**src/rtl/ex_muldiv_unit.sv**
```systemverilog
// ex_muldiv_unit: iterative MULT/MULTU/DIV/DIVU sequencer for the EX stage.
// One bit per cycle, results into HI/LO; also serves MTHI/MTLO and MFHI/MFLO.
module ex_muldiv_unit #(
  parameter int BITS_SIZE = 32,
  parameter int BITS_CNT  = 6
) (
  input  logic                 i_clk,
  input  logic                 i_reset_n,
  input  logic                 i_start,
  input  logic [1:0]           i_md_op,
  input  logic [BITS_SIZE-1:0] i_data_a,
  input  logic [BITS_SIZE-1:0] i_data_b,
  input  logic                 i_abort,
  input  logic                 i_mthi,
  input  logic                 i_mtlo,
  output logic [BITS_SIZE-1:0] o_hi,
  output logic [BITS_SIZE-1:0] o_lo,
  output logic                 o_stall,
  output logic                 o_done
);

  localparam int W = BITS_SIZE;
  localparam logic [BITS_CNT-1:0] LAST =
    BITS_CNT'(BITS_SIZE - 1);

  typedef enum logic [1:0] {
    IDLE,
    CALC,
    FINISH
  } state_t;

  state_t              state;
  logic [BITS_CNT-1:0] cnt;
  logic [2*W-1:0]      acc;
  logic [W-1:0]        opb;
  logic                is_signed;
  logic                is_div;
  logic                sign_a;
  logic                sign_x;
  logic                b_zero;

  logic                in_sgn;
  logic                neg_a;
  logic                neg_b;
  logic [W-1:0]        mag_a;
  logic [W-1:0]        mag_b;

  logic [W:0]          sum;
  logic [W:0]          rem_sh;
  logic [W:0]          diff;
  logic                ge;
  logic [2*W-1:0]      acc_nxt;

  logic [2*W-1:0]      prod;
  logic [W-1:0]        quo;
  logic [W-1:0]        rem;
  logic [W-1:0]        res_hi;
  logic [W-1:0]        res_lo;

  assign o_stall = (state != IDLE);

  // Operand magnitudes; the most negative value maps to 2^(W-1) unsigned.
  always_comb begin
    in_sgn = ~i_md_op[0];
    neg_a  = in_sgn & i_data_a[W-1];
    neg_b  = in_sgn & i_data_b[W-1];
    mag_a  = neg_a ? -i_data_a : i_data_a;
    mag_b  = neg_b ? -i_data_b : i_data_b;
  end

  // One shift-add or restoring shift-subtract step.
  always_comb begin
    sum = {1'b0, acc[2*W-1:W]}
        + (acc[0] ? {1'b0, opb} : '0);
    rem_sh = acc[2*W-1:W-1];
    diff   = rem_sh - {1'b0, opb};
    ge     = ~diff[W];
    if (is_div)
      acc_nxt = {ge ? diff[W-1:0] : rem_sh[W-1:0],
                 acc[W-2:0], ge};
    else
      acc_nxt = {sum, acc[W-1:1]};
  end

  // Sign correction; a zero divisor leaves the dividend as remainder.
  always_comb begin
    prod = (is_signed && sign_x) ? -acc : acc;
    quo  = acc[W-1:0];
    rem  = acc[2*W-1:W];
    if (is_div) begin
      res_lo = b_zero ? '1
             : ((is_signed && sign_x) ? -quo : quo);
      res_hi = (is_signed && sign_a) ? -rem : rem;
    end else begin
      res_hi = prod[2*W-1:W];
      res_lo = prod[W-1:0];
    end
  end

  // Sequencer FSM with HI/LO and done registers.
  always_ff @(posedge i_clk or negedge i_reset_n) begin
    if (!i_reset_n) begin
      state     <= IDLE;
      cnt       <= '0;
      acc       <= '0;
      opb       <= '0;
      is_signed <= 1'b0;
      is_div    <= 1'b0;
      sign_a    <= 1'b0;
      sign_x    <= 1'b0;
      b_zero    <= 1'b0;
      o_hi      <= '0;
      o_lo      <= '0;
      o_done    <= 1'b0;
    end else begin
      o_done <= 1'b0;
      case (state)
        IDLE: begin
          if (i_start) begin
            is_signed <= in_sgn;
            is_div    <= i_md_op[1];
            sign_a    <= neg_a;
            sign_x    <= neg_a ^ neg_b;
            b_zero    <= (i_data_b == '0);
            acc       <= {{W{1'b0}}, mag_a};
            opb       <= mag_b;
            cnt       <= '0;
            state     <= CALC;
          end else begin
            if (i_mthi) o_hi <= i_data_a;
            if (i_mtlo) o_lo <= i_data_a;
          end
        end
        CALC: begin
          if (i_abort) begin
            state <= IDLE;
          end else begin
            acc <= acc_nxt;
            cnt <= cnt + BITS_CNT'(1);
            if (cnt == LAST) state <= FINISH;
          end
        end
        FINISH: begin
          state <= IDLE;
          if (!i_abort) begin
            o_hi   <= res_hi;
            o_lo   <= res_lo;
            o_done <= 1'b1;
          end
        end
        default: state <= IDLE;
      endcase
    end
  end

endmodule

```
**config.mk**
```make
export PLATFORM = sky130hd
export DESIGN_NAME = ex_muldiv_unit
export DESIGN_NICKNAME = d
export VERILOG_FILES = /design/src/rtl/ex_muldiv_unit.sv
export SDC_FILE = /design/constraint.sdc
export NUM_CORES = 1
export LEC_CHECK = 0
export BUFFER_PORTS_ARGS = -buffer_cell sky130_fd_sc_hd__buf_4
export CAP_MARGIN = 25
export CORE_MARGIN = 5
export CORE_UTILIZATION = 40
export CTS_CLUSTER_SIZE = 14
export DETAILED_ROUTE_END_ITERATION = 10
export PLACE_DENSITY = 0.58
export SYNTH_ARGS = -nofsm -noshare
export SYNTH_HDL_FRONTEND = slang
export SYNTH_SLANG_ARGS = --single-unit
```
**constraint.sdc**
```tcl
create_clock -name i_clk -period 4.42 [get_ports i_clk]
set_input_delay 1.326 -clock i_clk [delete_from_list [all_inputs] [get_ports i_clk]]
set_output_delay 1.326 -clock i_clk [all_outputs]
set_load 0.01 [all_outputs]
```
==> impl_metrics.py, run 1 <==
metrics = {
    "outcome": {
        "status": "complete, no violations",
    },
    "worst_setup_path": {
        "crit_chain": "inv_1 > ha_1 > fa_1 > nor2b_1 > o31ai_1 > a31oi_1 > a31oi_1 > o211a_2 > xor2_1 > buf_12 > nand2_1 > a311oi_1 > a31o_2",
        "reg2reg_to": "acc[43]",
        "crit_path_end": "acc[43]",
        "ff2ff_path_depth": 13,
        "startpoint": "acc[31]",
        "cp_max_fo": 22,
        "crit_type": "reg2reg",
        "worstPathRequired_ns": 4.81,
        "cp_common_cell": "a31oi_1",
        "critPathCaptureType": "register",
        "cpMaxStageDelayCell": "xor2_1",
        "start_kind": "register",
        "critPathArrivalTime_ns": 4.21,
        "reg2reg_slack_ns": 0.59,
        "rr_startpoint": "acc[31]",
        "worst_path_largest_cell_delay_ns": 0.51,
    },
    "global_route": {
        "grt_usage_pct": 23.1,
        "grt_pass1_wl_um": 73500,
        "antenna_found_initial": 0,
        "grt_max_degree": 74,
        "grt_pass1_vias": 13267,
        "grt-ovfl-total": 0,
    },
    "timing": {
        "fin_ws_ns": 0.595,
        "maxSlewHeadroom_pct": 28.2,
        "layout_min_cycle_time_ns": 3.83,
        "hold_viol": 0,
        "grt_setup_unrepaired": "false",
        "period_share_pct": 86.5,
        "drv_slew": 0,
        "setup_tns_ns": 0,
        "finalSetupViolCount": 0,
        "worst_pin_slew_ns": 1.05,
        "skew_ns": 0.0136,
        "max_freq_ghz": 0.261,
    },
    "floorplanning": {
        "core_um2": 35400,
        "rows": 69,
        "start_util_pct": 40.3,
        "ioPinCount": 138,
        "die_h_um": 199,
        "die_area_um2": 39600,
        "die_x_um": 199,
    },
    "clock_tree": {
        "htreeDepth": 4,
        "clk_pin_slew_ns": 0.07,
        "clock_path_buffers": 2,
        "cts_root_buffer": "clkbuf_16",
        "cts.sinks": 174,
        "insertion_delay_ns": 0.46,
        "post_cts_buffers": 0,
        "cts_hold_buf": 0,
        "cts_tree": "built",
        "cts_resized": 0,
        "cts_buffers": 17,
    },
    "synthesis": {
        "avgSynthCellArea_um2": 7.71,
        "ys_ff_latch": 174,
        "synth-main-ff-cell": "dfrtp_1",
        "synth-async-reset-ratio_pct": 100,
        "syn-num-nets": 1995,
        "syn_area_um2": 14300,
        "synth-edff-count": 0,
        "synthDominantCellAreaShare_pct": 30.5,
        "syn_inst": 1852,
        "ys_seq_area_share_pct": 30.5,
        "synth_top_area_cell": "dfrtp_1",
        "synth_cell_types": 75,
        "yosysWarnings": 0,
        "synth_area_leaders": "dfrtp_1 (30%), o21ai_0 (8.1%), nand2_1 (6.3%)",
    },
    "placement": {
        "portBuffers": 137,
        "gp_congestion": 0.930,
        "hpwl_um": 35100,
        "post-place-ws_ns": 0.313,
    },
    "cells_and_area": {
        "drive_above_1_share_pct": 11.9,
        "nets": 2074,
        "area_growth_syn_to_layout_pct": 14.8,
        "diodes": 0,
    },
    "power": {
        "p_comb_share_pct": 56.4,
        "sw_frac_of_total_pct": 47.0,
        "p_int_w": 0.00519,
        "peakVddDrop_uv": 368,
        "totalPowerFinal_w": 0.00979,
        "p_per_area_nw_per_um2": 597,
        "p_clk_share_pct": 15.8,
        "pwr-share-seq_pct": 27.8,
        "p_sw_w": 0.00460,
        "leakage_nw": 7.39,
    },
    "routing": {
        "routed_wl_um": 46000,
        "wl_per_cell_um": 19.1,
        "via_per_inst": 5.73,
        "drtAntennaViolNets": 0,
        "wl_met2_um": 21200,
        "drtIter0Drc": 1162,
        "vias": 13770,
        "dr.pass1.iters": 5,
        "wl_met1_um": 21300,
        "drc": 0,
        "highest_layer": "met4",
        "dr_wl_met3_um": 2660,
    },
    "worst_hold_path": {
        "min_path_type": "reg2reg",
    },
    "flow_run": {
        "drv_cap": 0,
    },
}
-- stage by stage --
stage               instance area, um^2  hold slack, ns  utilization, %  instances
finish                            16400           0.478            46.3       2405
global placement                  15800           0.462            44.7       2373
floorplan                         14300           0.450               -       1852
detailed placement                15800           0.471            44.7       2373
global route                      16400           0.502            46.3       2405
CTS                               16400           0.486            46.3       2405
-- flip-flops by register name, indices dropped and copies added, names as in the netlist --
register and count:
acc 64, b_zero 1, cnt 6, is_div 1, is_signed 1, o_done 1, o_hi 32, o_lo 32
opb 32, sign_a 1, sign_x 1, state 2
-- worst max-delay path, delay by kind of cell, from the launching register on --
kind            cells  cell delay, ns
flops               1            0.34
compound gates      6            1.56
buf+inv             2            0.36
xor+xnor            1            0.51
fa+ha+maj           2            0.64
simple gates        2            0.33
-- final cells by class --
type / instances / area, um^2
Timing Repair Buffer: 167 / 1320
Clock buffer: 22 / 464
Inverter: 67 / 251
Multi-Input combinational cell: 1504 / 9310
Clock inverter: 10 / 115
Sequential cell: 174 / 4360
Fill cell: 3624 / 19000
Tap cell: 461 / 577
-- placed cells by master (no fill, tap or decap), types with 18 or more instances in the layout --
master / n
ha_1: 69
buf_4: 161
nand2b_1: 23
inv_1: 66
xnor2_1: 96
xor2_1: 75
a21o_1: 31
dfrtp_1: 173
mux2i_1: 36
a31oi_1: 20
o31ai_1: 24
and3_1: 18
nor3_1: 39
nand3_1: 25
nand2_1: 240
a21oi_1: 139
o21ai_0: 231
o22ai_1: 33
nor2_1: 176
-- power by group through the flow --
stage | Combinational [W] | Sequential, W | Clock, W
floorplan | 0.00389 | 0.00252 | 0
global placement | 0.00540 | 0.00272 | 0
detailed placement | 0.00544 | 0.00273 | 0
CTS | 0.00547 | 0.00270 | 0.00157
global route | 0.00614 | 0.00280 | 0.00163
finish | 0.00552 | 0.00272 | 0.00155
-- cells in the mapped netlist (6+ instances only) --
master	number
or2_2	8
a31oi_1	20
nand2b_1	23
nand4_1	14
inv_1	66
ha_1	69
clkbuf_1	96
o22ai_1	33
xor2_1	75
a21oi_1	139
a221o_1	7
and2_1	14
nor2_1	179
dfrtp_1	174
o31ai_1	24
a211oi_1	13
nor4_1	12
a22oi_1	10
o211ai_1	16
o21ai_0	231
nand2_1	241
xnor2_1	97
o41ai_1	9
nor3_1	39
or3_1	10
mux2i_1	36
nor2b_1	13
buf_1	8
o21a_1	6
o221ai_1	6
and3_1	18
nand3_1	25
a21o_1	31
-- logic make-up after synthesis --
kind of cell	synth area share, %
muxes	2.92
buffers and inverters	4.62
xor gates and xnor gates	10.5
adders and majority gates	6.33
AOI/OAI and AO/OA	25.1
DFF	30.5
and+or+nand+nor	20.0
-- how the worst min path moves through the flow --
stage / startpoint / to / slack (ns) / depth (start not counted)
floorplan: b_zero / b_zero / 0.45 / 2
global placement: opb[10] / opb[10] / 0.46 / 2
detailed placement: opb[17] / opb[17] / 0.47 / 2
CTS: opb[17] / opb[17] / 0.49 / 2
global route: opb[14] / opb[14] / 0.50 / 2
finish: opb[12] / opb[12] / 0.48 / 2
-- routing by layer --
metal  track usage, %  up-vias
met4             6.28        0
met3             3.08       62
met1             32.5     6530
li1                 -     6737
met2             37.7      441
met5                0        -
(Power assumes the default switching activity.)
==> inputs of run 2 (changes only) <==
==> constraint.sdc (replaced) <==
create_clock -name i_clk -period 4.42 [get_ports i_clk]
set_input_delay 0.221 -clock i_clk [delete_from_list [all_inputs] [get_ports i_clk]]
set_output_delay 0.221 -clock i_clk [all_outputs]
set_load 0.01 [all_outputs]
==> run 2 against run 1 <==
Effect of this change:
- non-clock buffer count is 9 lower
- global-route usage is 0.27 points lower
- clock-buffer cell count is 2 lower
- cell area is 0.46% lower
- utilization is 0.21 points lower
- sequential share of layout area is 0.12 points higher
- worst setup slack worse by 0.14 ns
- sequential cell count stayed put
- critical path depth is 1 lower
- critical path type unchanged
==> impl_metrics.py, run 2 (same netlist as run 1, synthesis figures left out) <==
metrics = {
    "routing": {
        "wl_per_cell_um": 19.1,
        "drc": 0,
        "drtIter0Drc": 1152,
        "routed_wl_um": 45800,
        "dr.pass1.iters": 5,
        "vias": 13703,
        "drtAntennaViolNets": 0,
        "via_per_inst": 5.72,
    },
    "cells_and_area": {
        "layout_common_cells": "nand2_1 (240), o21ai_0 (231), nor2_1 (177)",
        "fill_cells": 3623,
        "diodes": 0,
        "nets": 2065,
        "final_common_cell": "nand2_1",
        "top_register": "acc",
        "area_growth_syn_to_layout_pct": 14.2,
        "stdcell_area_um2": 16300,
        "largest_register_ffs": 64,
        "drive_above_1_share_pct": 11.4,
    },
    "power": {
        "peakVddDrop_uv": 332,
        "leakage_nw": 7.33,
        "p_int_w": 0.00514,
        "p_comb_share_pct": 55.5,
        "p_sw_w": 0.00463,
        "pwr-share-seq_pct": 28.1,
        "p_per_area_nw_per_um2": 599,
        "p_clk_share_pct": 16.4,
        "sw_frac_of_total_pct": 47.4,
    },
    "placement": {
        "portBuffers": 137,
        "hpwl_um": 35000,
        "placed_area_um2": 15700,
        "gp_congestion": 0.959,
    },
    "worst_setup_path": {
        "cp_max_fo": 5,
        "reg2reg_to": "acc[60]",
        "startpoint": "acc[31]",
        "reg2reg_slack_ns": 0.45,
        "ff2ff_path_depth": 12,
        "crit_type": "reg2reg",
        "rr_startpoint": "acc[31]",
        "worstPathRequired_ns": 4.77,
        "critPathCaptureType": "register",
        "critPathArrivalTime_ns": 4.31,
        "start_kind": "register",
    },
    "floorplanning": {
        "core_um2": 35400,
        "die_h_um": 199,
        "die_area_um2": 39600,
        "ioPinCount": 138,
        "die_x_um": 199,
        "start_util_pct": 40.3,
        "rows": 69,
    },
    "clock_tree": {
        "cts_buffers": 17,
        "clk_pin_slew_ns": 0.07,
        "insertion_delay_ns": 0.45,
        "htreeDepth": 4,
        "cts_tree": "built",
        "cts.sinks": 174,
        "cts_root_buffer": "clkbuf_16",
        "clock_path_buffers": 2,
    },
    "timing": {
        "period_share_pct": 89.7,
        "finalSetupViolCount": 0,
        "drv_slew": 0,
        "grt_setup_unrepaired": "false",
        "maxSlewHeadroom_pct": 29.3,
        "worst_pin_slew_ns": 1.06,
        "max_freq_ghz": 0.252,
        "skew_ns": 0.0153,
        "layout_min_cycle_time_ns": 3.97,
        "setup_tns_ns": 0,
        "hold_viol": 0,
    },
    "worst_hold_path": {
        "min_from": "i_data_b[30]",
        "whs_endpoint": "b_zero",
        "min_path_type": "in2reg",
        "hold-path-cell-count": 4,
    },
    "outcome": {
        "status": "complete, no violations",
    },
    "global_route": {
        "grt_pass1_vias": 12943,
        "grt_max_degree": 99,
        "antenna_found_initial": 0,
        "grt-ovfl-total": 0,
        "grt_pass1_wl_um": 72500,
        "grt_usage_pct": 22.9,
    },
    "flow_run": {
        "drv_cap": 0,
    },
}
run 2: power groups by stage:
stage                     clock [W]  combinational, W  sequential (W)
final                       0.00160           0.00543         0.00274
after global routing        0.00170           0.00599         0.00282
after CTS                   0.00163           0.00535         0.00273
after detailed placement          0           0.00533         0.00276
after global placement            0           0.00528         0.00275
after floorplan                   0           0.00389         0.00252
run 2: area by class of cell:
type                            count  area (um^2)  area share (%)
Timing Repair Buffer              158         1220            7.48
Clock inverter                     12          160           0.982
Sequential cell                   174         4360            26.7
Multi-Input combinational cell   1504         9300            57.0
Inverter                           67          251            1.54
Tap cell                          461          577            3.54
Clock buffer                       20          447            2.74
run 2: repair_timing:
| item | in CTS | in global routing |
|---|---|---|
| setup buffers | 0 | 0 |
| hold buffers | 2 | 0 |
| endpoints found under the hold margin | 77 | 0 |
| resized for setup | 0 | 0 |
run 2: worst max path at each step:
stage | to | slack, ns | depth (start not counted)
after floorplan | acc[61] | 1.14 | 12
after global placement | acc[61] | 0.64 | 13
after detailed placement | acc[60] | 0.49 | 12
after CTS | acc[60] | 0.47 | 12
after global routing | acc[60] | 0.15 | 12
final | acc[60] | 0.45 | 12
run 2: per-stage QoR:
stage               total power, W  utilization, %  setup slack (ns)  hold WS, ns  cells
floorplan                  0.00641               -              1.14      -0.0746   1852
global placement           0.00803            44.3             0.635        0.309   2361
detailed placement         0.00809            44.3             0.488        0.312   2361
CTS                        0.00971            46.0             0.466       0.0514   2395
global route                0.0105            46.1             0.147       0.0667   2396
finish                     0.00978            46.1             0.455       0.0637   2396
run 2: worst max-delay path, stage by stage, from the launching register on:
cell and delay (ns):
dfrtp_1 0.44, inv_1 0.12, ha_1 0.25, fa_1 0.38
nor2b_1 0.29, o31ai_1 0.13, a31oi_1 0.37, a31oi_1 0.22
o31ai_1 0.58, o21ai_0 0.29, o31a_1 0.28, and3_1 0.19
o41ai_1 0.33
run 2: per-layer routing:
metal	GRT usage, %	part of all wire [%]	vias to the layer above	wire [um]
li1	-	-	6728	-
met1	33.0	46	6444	21100
met2	36.4	45	470	20700
met3	2.78	6.7	61	3090
met4	6.26	2.0	0	911
met5	0	0	-	0
